### src/rtl/decode_stage.sv
// RV32/RV64 IM decode stage: combinational decode feeding a two-entry (main + skid)
// output buffer so that in_ready is driven from a flop.

package decode_stage_pkg;
  localparam int unsigned CX_W  = 6;
  localparam int unsigned ALU_W = 11;
  localparam int unsigned MD_W  = 8;
  localparam int unsigned LS_W  = 4;

  localparam int unsigned CX_BEQ  = 0;
  localparam int unsigned CX_BNE  = 1;
  localparam int unsigned CX_BLT  = 2;
  localparam int unsigned CX_BGE  = 3;
  localparam int unsigned CX_JAL  = 4;
  localparam int unsigned CX_JALR = 5;

  localparam int unsigned ALU_ADD   = 0;
  localparam int unsigned ALU_SUB   = 1;
  localparam int unsigned ALU_SLL   = 2;
  localparam int unsigned ALU_SLT   = 3;
  localparam int unsigned ALU_XOR   = 4;
  localparam int unsigned ALU_SRL   = 5;
  localparam int unsigned ALU_SRA   = 6;
  localparam int unsigned ALU_OR    = 7;
  localparam int unsigned ALU_AND   = 8;
  localparam int unsigned ALU_LUI   = 9;
  localparam int unsigned ALU_AUIPC = 10;

  localparam logic [LS_W-1:0] LS_B = 4'b0001;
  localparam logic [LS_W-1:0] LS_H = 4'b0010;
  localparam logic [LS_W-1:0] LS_W_ = 4'b0100;
  localparam logic [LS_W-1:0] LS_D = 4'b1000;
endpackage

module decode_stage
  import decode_stage_pkg::*;
#(
  parameter int unsigned XLEN     = 64,
  parameter int unsigned PC_WIDTH = 48,
  parameter int unsigned CNT_W    = 32
) (
  input  logic                clock,
  input  logic                reset_n,
  input  logic                flush,
  input  logic                in_valid,
  output logic                in_ready,
  input  logic [31:0]         in_inst,
  input  logic [PC_WIDTH-1:0] in_pc,
  output logic                out_valid,
  input  logic                out_ready,
  output logic [PC_WIDTH-1:0] out_pc,
  output logic [31:0]         out_inst,
  output logic [4:0]          out_rs1,
  output logic [4:0]          out_rs2,
  output logic [4:0]          out_rd,
  output logic [XLEN-1:0]     out_imm,
  output logic                out_src1_is_reg,
  output logic                out_src2_is_reg,
  output logic                out_need_to_wb,
  output logic [CX_W-1:0]     out_cx_type,
  output logic [ALU_W-1:0]    out_alu_type,
  output logic [MD_W-1:0]     out_muldiv_type,
  output logic                out_is_word,
  output logic                out_is_imm,
  output logic                out_is_load,
  output logic                out_is_store,
  output logic                out_is_unsigned,
  output logic [LS_W-1:0]     out_ls_size,
  output logic                out_illegal,
  output logic [CNT_W-1:0]    decode_count
);

  localparam bit RV64 = (XLEN == 64);

  localparam logic [6:0] OPC_LOAD     = 7'b0000011;
  localparam logic [6:0] OPC_OP_IMM   = 7'b0010011;
  localparam logic [6:0] OPC_AUIPC    = 7'b0010111;
  localparam logic [6:0] OPC_OP_IMM32 = 7'b0011011;
  localparam logic [6:0] OPC_STORE    = 7'b0100011;
  localparam logic [6:0] OPC_OP       = 7'b0110011;
  localparam logic [6:0] OPC_LUI      = 7'b0110111;
  localparam logic [6:0] OPC_OP32     = 7'b0111011;
  localparam logic [6:0] OPC_BRANCH   = 7'b1100011;
  localparam logic [6:0] OPC_JALR     = 7'b1100111;
  localparam logic [6:0] OPC_JAL      = 7'b1101111;

  typedef struct packed {
    logic [PC_WIDTH-1:0] pc;
    logic [31:0]         inst;
    logic [4:0]          rs1;
    logic [4:0]          rs2;
    logic [4:0]          rd;
    logic [XLEN-1:0]     imm;
    logic                src1_is_reg;
    logic                src2_is_reg;
    logic                need_to_wb;
    logic [CX_W-1:0]     cx;
    logic [ALU_W-1:0]    alu;
    logic [MD_W-1:0]     md;
    logic                is_word;
    logic                is_imm;
    logic                is_load;
    logic                is_store;
    logic                is_unsigned;
    logic [LS_W-1:0]     ls_size;
    logic                illegal;
  } uop_t;

  function automatic logic [XLEN-1:0] sext(input logic [31:0] v);
    return XLEN'($signed(v));
  endfunction

  logic [6:0]  opcode;
  logic [2:0]  f3;
  logic [6:0]  f7;
  logic [31:0] imm_i, imm_s, imm_b, imm_u, imm_j;

  assign opcode = in_inst[6:0];
  assign f3     = in_inst[14:12];
  assign f7     = in_inst[31:25];
  assign imm_i  = {{20{in_inst[31]}}, in_inst[31:20]};
  assign imm_s  = {{20{in_inst[31]}}, in_inst[31:25], in_inst[11:7]};
  assign imm_b  = {{19{in_inst[31]}}, in_inst[31], in_inst[7], in_inst[30:25], in_inst[11:8], 1'b0};
  assign imm_u  = {in_inst[31:12], 12'b0};
  assign imm_j  = {{11{in_inst[31]}}, in_inst[31], in_inst[19:12], in_inst[20], in_inst[30:21], 1'b0};

  uop_t dec;
  logic bad;

  // Combinational decode of the offered instruction
  always_comb begin
    dec      = '0;
    bad      = 1'b0;
    dec.pc   = in_pc;
    dec.inst = in_inst;
    dec.rs1  = in_inst[19:15];
    dec.rs2  = in_inst[24:20];
    dec.rd   = in_inst[11:7];
    case (opcode)
      OPC_LOAD: begin
        dec.imm = sext(imm_i);
        dec.src1_is_reg = 1'b1;
        dec.need_to_wb = 1'b1;
        dec.is_load = 1'b1;
        dec.is_imm = 1'b1;
        dec.alu[ALU_ADD] = 1'b1;
        case (f3)
          3'b000: dec.ls_size = LS_B;
          3'b001: dec.ls_size = LS_H;
          3'b010: dec.ls_size = LS_W_;
          3'b011: begin dec.ls_size = LS_D; bad = !RV64; end
          3'b100: begin dec.ls_size = LS_B; dec.is_unsigned = 1'b1; end
          3'b101: begin dec.ls_size = LS_H; dec.is_unsigned = 1'b1; end
          3'b110: begin dec.ls_size = LS_W_; dec.is_unsigned = 1'b1; bad = !RV64; end
          default: bad = 1'b1;
        endcase
      end
      OPC_STORE: begin
        dec.imm = sext(imm_s);
        dec.src1_is_reg = 1'b1;
        dec.src2_is_reg = 1'b1;
        dec.is_store = 1'b1;
        dec.is_imm = 1'b1;
        dec.alu[ALU_ADD] = 1'b1;
        case (f3)
          3'b000: dec.ls_size = LS_B;
          3'b001: dec.ls_size = LS_H;
          3'b010: dec.ls_size = LS_W_;
          3'b011: begin dec.ls_size = LS_D; bad = !RV64; end
          default: bad = 1'b1;
        endcase
      end
      OPC_OP_IMM: begin
        dec.imm = sext(imm_i);
        dec.src1_is_reg = 1'b1;
        dec.need_to_wb = 1'b1;
        dec.is_imm = 1'b1;
        case (f3)
          3'b000: dec.alu[ALU_ADD] = 1'b1;
          3'b010: dec.alu[ALU_SLT] = 1'b1;
          3'b011: begin dec.alu[ALU_SLT] = 1'b1; dec.is_unsigned = 1'b1; end
          3'b100: dec.alu[ALU_XOR] = 1'b1;
          3'b110: dec.alu[ALU_OR] = 1'b1;
          3'b111: dec.alu[ALU_AND] = 1'b1;
          3'b001: begin
            dec.alu[ALU_SLL] = 1'b1;
            dec.imm = XLEN'(in_inst[25:20]);
            bad = (in_inst[31:26] != 6'd0) || (!RV64 && in_inst[25]);
          end
          default: begin
            dec.imm = XLEN'(in_inst[25:20]);
            if (in_inst[31:26] == 6'b000000) dec.alu[ALU_SRL] = 1'b1;
            else if (in_inst[31:26] == 6'b010000) dec.alu[ALU_SRA] = 1'b1;
            else bad = 1'b1;
            if (!RV64 && in_inst[25]) bad = 1'b1;
          end
        endcase
      end
      OPC_OP_IMM32: begin
        // shamt is 5 bits here, so f7 must match exactly (inst[25] included)
        dec.src1_is_reg = 1'b1;
        dec.need_to_wb = 1'b1;
        dec.is_imm = 1'b1;
        dec.is_word = 1'b1;
        dec.imm = XLEN'(in_inst[24:20]);
        bad = !RV64;
        case (f3)
          3'b000: begin dec.alu[ALU_ADD] = 1'b1; dec.imm = sext(imm_i); end
          3'b001: if (f7 == 7'b0000000) dec.alu[ALU_SLL] = 1'b1; else bad = 1'b1;
          3'b101: begin
            if (f7 == 7'b0000000) dec.alu[ALU_SRL] = 1'b1;
            else if (f7 == 7'b0100000) dec.alu[ALU_SRA] = 1'b1;
            else bad = 1'b1;
          end
          default: bad = 1'b1;
        endcase
      end
      OPC_OP: begin
        dec.src1_is_reg = 1'b1;
        dec.src2_is_reg = 1'b1;
        dec.need_to_wb = 1'b1;
        if (f7 == 7'b0000001) dec.md[f3] = 1'b1;
        else if (f7 == 7'b0000000) begin
          case (f3)
            3'b000: dec.alu[ALU_ADD] = 1'b1;
            3'b001: dec.alu[ALU_SLL] = 1'b1;
            3'b010: dec.alu[ALU_SLT] = 1'b1;
            3'b011: begin dec.alu[ALU_SLT] = 1'b1; dec.is_unsigned = 1'b1; end
            3'b100: dec.alu[ALU_XOR] = 1'b1;
            3'b101: dec.alu[ALU_SRL] = 1'b1;
            3'b110: dec.alu[ALU_OR] = 1'b1;
            default: dec.alu[ALU_AND] = 1'b1;
          endcase
        end else if (f7 == 7'b0100000) begin
          if (f3 == 3'b000) dec.alu[ALU_SUB] = 1'b1;
          else if (f3 == 3'b101) dec.alu[ALU_SRA] = 1'b1;
          else bad = 1'b1;
        end else bad = 1'b1;
      end
      OPC_OP32: begin
        dec.src1_is_reg = 1'b1;
        dec.src2_is_reg = 1'b1;
        dec.need_to_wb = 1'b1;
        dec.is_word = 1'b1;
        bad = !RV64;
        if (f7 == 7'b0000001) begin
          if (f3 == 3'b000 || f3[2]) dec.md[f3] = 1'b1;
          else bad = 1'b1;
        end else if (f7 == 7'b0000000) begin
          if (f3 == 3'b000) dec.alu[ALU_ADD] = 1'b1;
          else if (f3 == 3'b001) dec.alu[ALU_SLL] = 1'b1;
          else if (f3 == 3'b101) dec.alu[ALU_SRL] = 1'b1;
          else bad = 1'b1;
        end else if (f7 == 7'b0100000) begin
          if (f3 == 3'b000) dec.alu[ALU_SUB] = 1'b1;
          else if (f3 == 3'b101) dec.alu[ALU_SRA] = 1'b1;
          else bad = 1'b1;
        end else bad = 1'b1;
      end
      OPC_LUI: begin
        dec.imm = sext(imm_u);
        dec.need_to_wb = 1'b1;
        dec.is_imm = 1'b1;
        dec.alu[ALU_LUI] = 1'b1;
      end
      OPC_AUIPC: begin
        dec.imm = sext(imm_u);
        dec.need_to_wb = 1'b1;
        dec.is_imm = 1'b1;
        dec.alu[ALU_AUIPC] = 1'b1;
      end
      OPC_BRANCH: begin
        dec.imm = sext(imm_b);
        dec.src1_is_reg = 1'b1;
        dec.src2_is_reg = 1'b1;
        case (f3)
          3'b000: dec.cx[CX_BEQ] = 1'b1;
          3'b001: dec.cx[CX_BNE] = 1'b1;
          3'b100: dec.cx[CX_BLT] = 1'b1;
          3'b101: dec.cx[CX_BGE] = 1'b1;
          3'b110: begin dec.cx[CX_BLT] = 1'b1; dec.is_unsigned = 1'b1; end
          3'b111: begin dec.cx[CX_BGE] = 1'b1; dec.is_unsigned = 1'b1; end
          default: bad = 1'b1;
        endcase
      end
      OPC_JAL: begin
        dec.imm = sext(imm_j);
        dec.need_to_wb = 1'b1;
        dec.cx[CX_JAL] = 1'b1;
      end
      OPC_JALR: begin
        dec.imm = sext(imm_i);
        dec.src1_is_reg = 1'b1;
        dec.need_to_wb = 1'b1;
        dec.cx[CX_JALR] = 1'b1;
        bad = (f3 != 3'b000);
      end
      // SYSTEM and MISC-MEM are not handled yet and fall here with unknown opcodes
      default: bad = 1'b1;
    endcase
    if (dec.rd == 5'd0) dec.need_to_wb = 1'b0;
    if (bad) begin
      dec.illegal     = 1'b1;
      dec.cx          = '0;
      dec.alu         = '0;
      dec.md          = '0;
      dec.need_to_wb  = 1'b0;
      dec.is_load     = 1'b0;
      dec.is_store    = 1'b0;
      dec.is_word     = 1'b0;
      dec.is_unsigned = 1'b0;
      dec.ls_size     = '0;
    end
  end

  uop_t             main_q, skid_q;
  logic             main_v, skid_v, ready_q;
  logic [CNT_W-1:0] count_q;
  logic             accept, handoff, skid_next;

  assign accept    = in_valid && ready_q;
  assign handoff   = main_v && out_ready;
  assign skid_next = main_v && !out_ready && (skid_v || accept);

  // Main/skid buffer: skid only fills while main is stalled, and refills main first
  always_ff @(posedge clock or negedge reset_n) begin
    if (!reset_n) begin
      main_q  <= '0;
      skid_q  <= '0;
      main_v  <= 1'b0;
      skid_v  <= 1'b0;
      ready_q <= 1'b1;
      count_q <= '0;
    end else if (flush) begin
      main_v  <= 1'b0;
      skid_v  <= 1'b0;
      ready_q <= 1'b1;
    end else begin
      if (out_ready || !main_v) begin
        if (skid_v) begin
          main_q <= skid_q;
          main_v <= 1'b1;
          skid_v <= 1'b0;
        end else begin
          main_v <= accept;
          if (accept) main_q <= dec;
        end
      end else if (accept) begin
        skid_q <= dec;
        skid_v <= 1'b1;
      end
      ready_q <= !skid_next;
      if (handoff) count_q <= count_q + CNT_W'(1);
    end
  end

  assign in_ready        = ready_q;
  assign out_valid       = main_v;
  assign out_pc          = main_q.pc;
  assign out_inst        = main_q.inst;
  assign out_rs1         = main_q.rs1;
  assign out_rs2         = main_q.rs2;
  assign out_rd          = main_q.rd;
  assign out_imm         = main_q.imm;
  assign out_src1_is_reg = main_q.src1_is_reg;
  assign out_src2_is_reg = main_q.src2_is_reg;
  assign out_need_to_wb  = main_q.need_to_wb;
  assign out_cx_type     = main_q.cx;
  assign out_alu_type    = main_q.alu;
  assign out_muldiv_type = main_q.md;
  assign out_is_word     = main_q.is_word;
  assign out_is_imm      = main_q.is_imm;
  assign out_is_load     = main_q.is_load;
  assign out_is_store    = main_q.is_store;
  assign out_is_unsigned = main_q.is_unsigned;
  assign out_ls_size     = main_q.ls_size;
  assign out_illegal     = main_q.illegal;
  assign decode_count    = count_q;

endmodule
### config.mk
export PLATFORM = sky130hd
export DESIGN_NAME = decode_stage
export DESIGN_NICKNAME = d
export VERILOG_FILES = /design/src/rtl/decode_stage.sv
export SDC_FILE = /design/constraint.sdc
export NUM_CORES = 1
export LEC_CHECK = 0
export BUFFER_PORTS_ARGS = -buffer_cell sky130_fd_sc_hd__buf_2
export CAP_MARGIN = 20
export CORE_MARGIN = 2
export CORE_UTILIZATION = 35
export DETAILED_ROUTE_END_ITERATION = 10
export HOLD_SLACK_MARGIN = 0.02
export PLACE_DENSITY = 0.55
export SETUP_SLACK_MARGIN = 0.2
export SLEW_MARGIN = 25
export SYNTH_ARGS = -nofsm -noshare
export SYNTH_HDL_FRONTEND = slang
export SYNTH_SLANG_ARGS = --single-unit
### constraint.sdc
create_clock -name clock -period 5.9 [get_ports clock]
set_clock_uncertainty 0.05 [all_clocks]
set_input_delay 0.59 -clock clock [delete_from_list [all_inputs] [get_ports clock]]
set_output_delay 0.59 -clock clock [all_outputs]
set_load 0.05 [all_outputs]
# --- After elaboration in Yosys (flattened, before gate mapping) ---
# Index checks and enable logic that the tools add are counted.
totals:
  register_bits: 429
  n_memories: 0
  in_bits: 85
  latchBits: 0
  wordCells: 217
  mem_bits_ro: 0
  ram_bits: 0
  output_inout_bits: 231
op_classes:
  n_eq_ne: 21
  addsub: 1
  magnitude_cmp: 2
  shifts: 0
  div: 0
  reduce_logical: 46
  n_bitwise: 2
  mul: 0
  mux: 103
ops:
  columns: ["operator", "count"]
  rows:
  - ["case mux 64 bit (7 select lines)", 1]
  - ["two-way mux 197 bit", 2]
  - ["two-way mux 64 bit", 2]
  - ["two-way mux 1 bit", 70]
  - ["equality test 7 x 6 -> 1 bit (second input constant)", 5]
  - ["adder 32 x 1 -> 32 bit (second input constant)", 1]
  - ["two-way mux 8 bit", 4]
  - ["case mux 4 bit (4 select lines)", 2]
  - ["two-way mux 27 bit", 1]
  - ["OR reduction 2 bit", 12]
  - ["equality test 7 x 5 -> 1 bit (second input constant)", 3]
  - ["equality test 7 bit (second input constant)", 3]
  - ["OR reduction 6 bit", 3]
  - ["case mux 8 bit (2 select lines)", 1]
  - ["OR reduction 7 bit", 2]
  - ["equality test 3 bit (second input constant)", 4]
  - ["case mux 1 bit (4 select lines)", 3]
  - ["two-way mux 9 bit", 1]
  - ["case mux 1 bit (9 select lines)", 1]
  - ["OR reduction 9 bit", 1]
  - ["two-way mux 2 bit", 4]
  - ["two-way mux 4 bit", 2]
  - ["case mux 2 bit (2 select lines)", 2]
  - ["case mux 2 bit (4 select lines)", 1]
  - ["28 further kinds", 44]

# --- Logic depth before layout (Yosys ltp) ---
depth:
  depth_word: 10
  depth_mapped: 9
  depth_no_buf: 5

# --- Least setup slack after synthesis ---
# Ideal clock, no wire load.
synth_timing:
  kind: "input-to-reg"
  from: "input in_inst[1]"
  to: "register skid_q[68] (netlist bit)"
  setup_ps: 124
  t_arrival_ps: 2115
  slack_ps: 3611
  required_ps: 5726
  path_buffers: 3
  stages: 8
  path_cell_list: "buf_2 > nand2_1 > and4bb_1 > or3_1 > buf_4 > o21ba_1 > buf_6 > a211o_1"
synth_via:
  elab_chain_len: 3
  word_cells_on_any_way: 12
  classes_between: "eq/ne (9); mux (1); reduce/logical (2)"
synth_lines:
  columns: ["element", "line_no", "text"]
  rows:
  - ["start, declared", "47", "input logic [31:0] in_inst,"]
  - ["equality test 7 bit, or another cell as far along", "139", "case (opcode)"]
  - ["OR reduction 2 bit (no source line)", null, null]
  - ["case mux 64 bit (7 select lines) (*)", "139", null]
  - ["end signal, assigned", "329", "skid_q <= '0;"]
  - ["end signal, assigned", "349", "skid_q <= dec;"]
  - ["end, declared", "316", "uop_t main_q, skid_q;"]
# Mark *: on every way between the ends. The rest lies on a longest branch, timed or not.
# A chain may end at the register's enable or synchronous reset.

# --- Worst setup path in the final report ---
layout_timing:
  from: "register skid_v"
  to: "register main_q (netlist bit out_pc[20])"
layout_via:
  elab_chain_len: 2
  word_cells_on_any_way: 3
  classes_between: "mux (1); reduce/logical (2)"
layout_lines:
  columns: ["element", "line_no", "text"]
  rows:
  - ["start, declared", "317", "logic main_v, skid_v, ready_q;"]
  - ["start signal, assigned", "331", "skid_v <= 1'b0;"]
  - ["start signal, assigned", "336", "skid_v <= 1'b0;"]
  - ["start signal, assigned", "343", "skid_v <= 1'b0;"]
  - ["nonzero test 2 bit (no source line)", null, null]
  - ["AND reduction 3 bit (no source line)", null, null]
  - ["end signal, assigned", "341", "main_q <= skid_q;"]
  - ["end, declared", "316", null]
# Several ways; a longest one is shown, not always the timed one.

==> flow_summary.json <==
{
  "status": "finished clean",
  "die_x_um": 214.1,
  "die-area_sq_um": 45820,
  "path_clk_slew_ns": 0.06,
  "p_switching_mw": 2.355,
  "max_slew_margin_pct": 35.79,
  "finalCritPeriodShare_pct": 51.86,
  "nFillCells": 4317,
  "htreeDepth": 2,
  "root_buffer": "clkbuf_16",
  "cp-start-kind": "flip-flop",
  "detailed_place_hpwl_um": 29130,
  "tns_ns": 0,
  "tightest_slew_ns": 0.9596,
  "drv_cap": 0,
  "power_leakage_nw": 8.764,
  "finalNonFillerCells": 2441,
  "yosysTopAreaCellShare_pct": 54.12,
  "syn-cell-area_sq_um": 15440,
  "largest_reg_flops": 150,
  "yosysTopAreaCell": "dfrtp_1",
  "crit_fanout": 156,
  "finalSetupViolations": 0,
  "synth-edff-count": 0,
  "cts_tree": "done",
  "boundaryPins": 316,
  "final_util_pct": 42.42,
  "fp.coreArea_sq_um": 43360,
  "finalHoldViolCount": 0,
  "ir_drop_mv": 0.2176,
  "critPathCaptureType": "flip-flop",
  "via_per_inst": 5.095,
  "most-common-layout-cells": "456 x nand2_1, 333 x dfrtp_1, 314 x buf_2",
  "p_int_mw": 4.454,
  "ys_types": 67,
  "power_density_nw_per_um2": 370.2,
  "finalPower_mw": 6.809,
  "drive_gt1_share_pct": 22.52,
  "holdCritPathClass": "input port to flip-flop",
  "fin_crit_ns": 3.060,
  "gp_congestion": 0.9054,
  "seq_area_frac_synth_pct": 54.29,
  "synthTopCellsByArea": "dfrtp_1 54%, nand2_1 11%, mux2i_1 5.3%",
  "avgSynthCellArea_sq_um": 9.464,
  "cts_max_path_buffers": 3,
  "fmax_mhz": 326.8,
  "detail-route-antenna-nets": 0,
  "power_frac_comb_pct": 22.7,
  "die_y_um": 214.1,
  "syn_inst": 1632,
  "stdcell_area_sq_um": 18390,
  "layout_setup_ws_ns": 2.840,
  "pwr-share-clk_pct": 36.3,
  "first_pass_iters": 5,
  "largest-register": "skid_q",
  "first_iter_violations": 1019,
  "switching_share_pct": 34.59,
  "numPlacedInstances": 2372,
  "rsz0062_at_grt": "false",
  "portBuffers": 315,
  "synthFlopType": "dfrtp_1",
  "numCtsBuffers": 39,
  "worst_ep_required_time_ns": 6.24,
  "whs_ns": 0.1981,
  "ys_warn_count": 0,
  "power_frac_seq_pct": 41.0,
  "arrival_ns": 3.40,
  "crit_type": "flip-flop to flip-flop",
  "clock-sinks": 335,
  "totalWireLength_um": 44860,
  "grt_pass1_vias": 12180,
  "wire_per_inst_um": 18.38,
  "async_reset_ff_share_pct": 100.0,
  "clk_latency_ns": 0.56,
  "antenna_found_initial": 5,
  "num_vias": 12440,
  "grtUsageTotal_pct": 19.54,
  "final_common_cell": "nand2_1",
  "report.final.slew_viol_count": 0,
  "area_delta_synth_final_pct": 19.09,
  "gr-total-overflow": 0,
  "pre_cts_ws_ns": 2.628,
  "start_util_pct": 35.62,
  "grt_max_degree": 158,
  "n_antenna_cell": 0,
  "syn_nets": 1718,
  "ys_ff_latch": 335,
  "grt_pass1_wl_um": 71680,
  "remaining_drc_errors": 0,
  "nets": 1916,
  "place_area_sq_um": 17060,
  "num_rows": 76
}
-- path summary, 6_finish.rpt --
| path | from | end | slack, ns | depth (start not counted) |
|---|---|---|---|---|
| worst max-delay path | skid_v | out_pc[20] | 2.84 | 4 |
| worst min-delay path | in_pc[9] | skid_q[158] | 0.20 | 3 |
| worst max register to register | skid_v | out_pc[20] | 2.84 | 4 |
| worst min register to register | decode_count[31] | decode_count[31] | 0.42 | 1 |
| max in group asynchronous | reset_n | out_pc[24] | 4.26 | 3 |
| min in group asynchronous | reset_n | decode_count[19] | 0.44 | 2 |
-- synthesized netlist by cell type (11+ instances only) --
cell type,count
nand2_1,456
dfrtp_1,334
o21ai_0,153
clkbuf_1,97
mux2i_1,82
a21oi_1,65
nor2_1,64
buf_4,52
nand3_1,28
xnor2_1,24
nor3_1,22
o31ai_1,19
or3_1,15
nand4_1,13
o211ai_1,12
a211o_1,11
and3_1,11
o2bb2ai_1,11
-- per-layer routing --
layer | part of all wire (%) | vias to the layer above | global-route usage [%] | wire, um
li1 | - | 5940 | - | -
met1 | 45 | 6043 | 26.64 | 20110
met2 | 46 | 365 | 30.69 | 20520
met3 | 7.3 | 79 | 5.362 | 3269
met4 | 2.0 | 10 | 5.231 | 894
met5 | 0.15 | - | 0 | 67
-- kinds of logic after synthesis --
group / share of synthesized area (%)
flops: 54.29
buf+inv: 5.768
simple gates: 18.96
fa+ha+maj: 0.08100
mux: 5.825
compound gates: 13.26
xor+xnor: 1.815
-- power groups by stage --
stage	Clock [mW]	Combinational, mW	Sequential [mW]
floorplan	0	0.666	3.34
global placement	0	1.54	2.82
detailed placement	0	1.56	2.83
CTS	2.55	1.56	2.80
global route	2.63	1.65	2.84
finish	2.47	1.54	2.79
-- final cells by class --
class	count	area [sq um]	share of cell area (%)
inverter	6	22.52	0.1224
timing repair buffer	327	1749	9.510
clock inverter	13	171.4	0.9319
multi-input combinational	1121	6208	33.75
clock buffer	54	1122	6.102
tap	585	732.0	3.979
sequential	335	8388	45.60
-- critical path, cell delays in order (launching register included) --
cell,delay (ns)
dfrtp_4,0.80
a21oi_1,0.48
or3_4,0.69
buf_12,0.52
o21ai_0,0.21
-- what timing repair did --
item / in CTS / in global routing
hold buffers: 0 / 1
resized for setup: 0 / 0
setup buffers: 0 / 0
endpoints found under the hold margin: 0 / 24
Power figures use the tool's default switching activity.
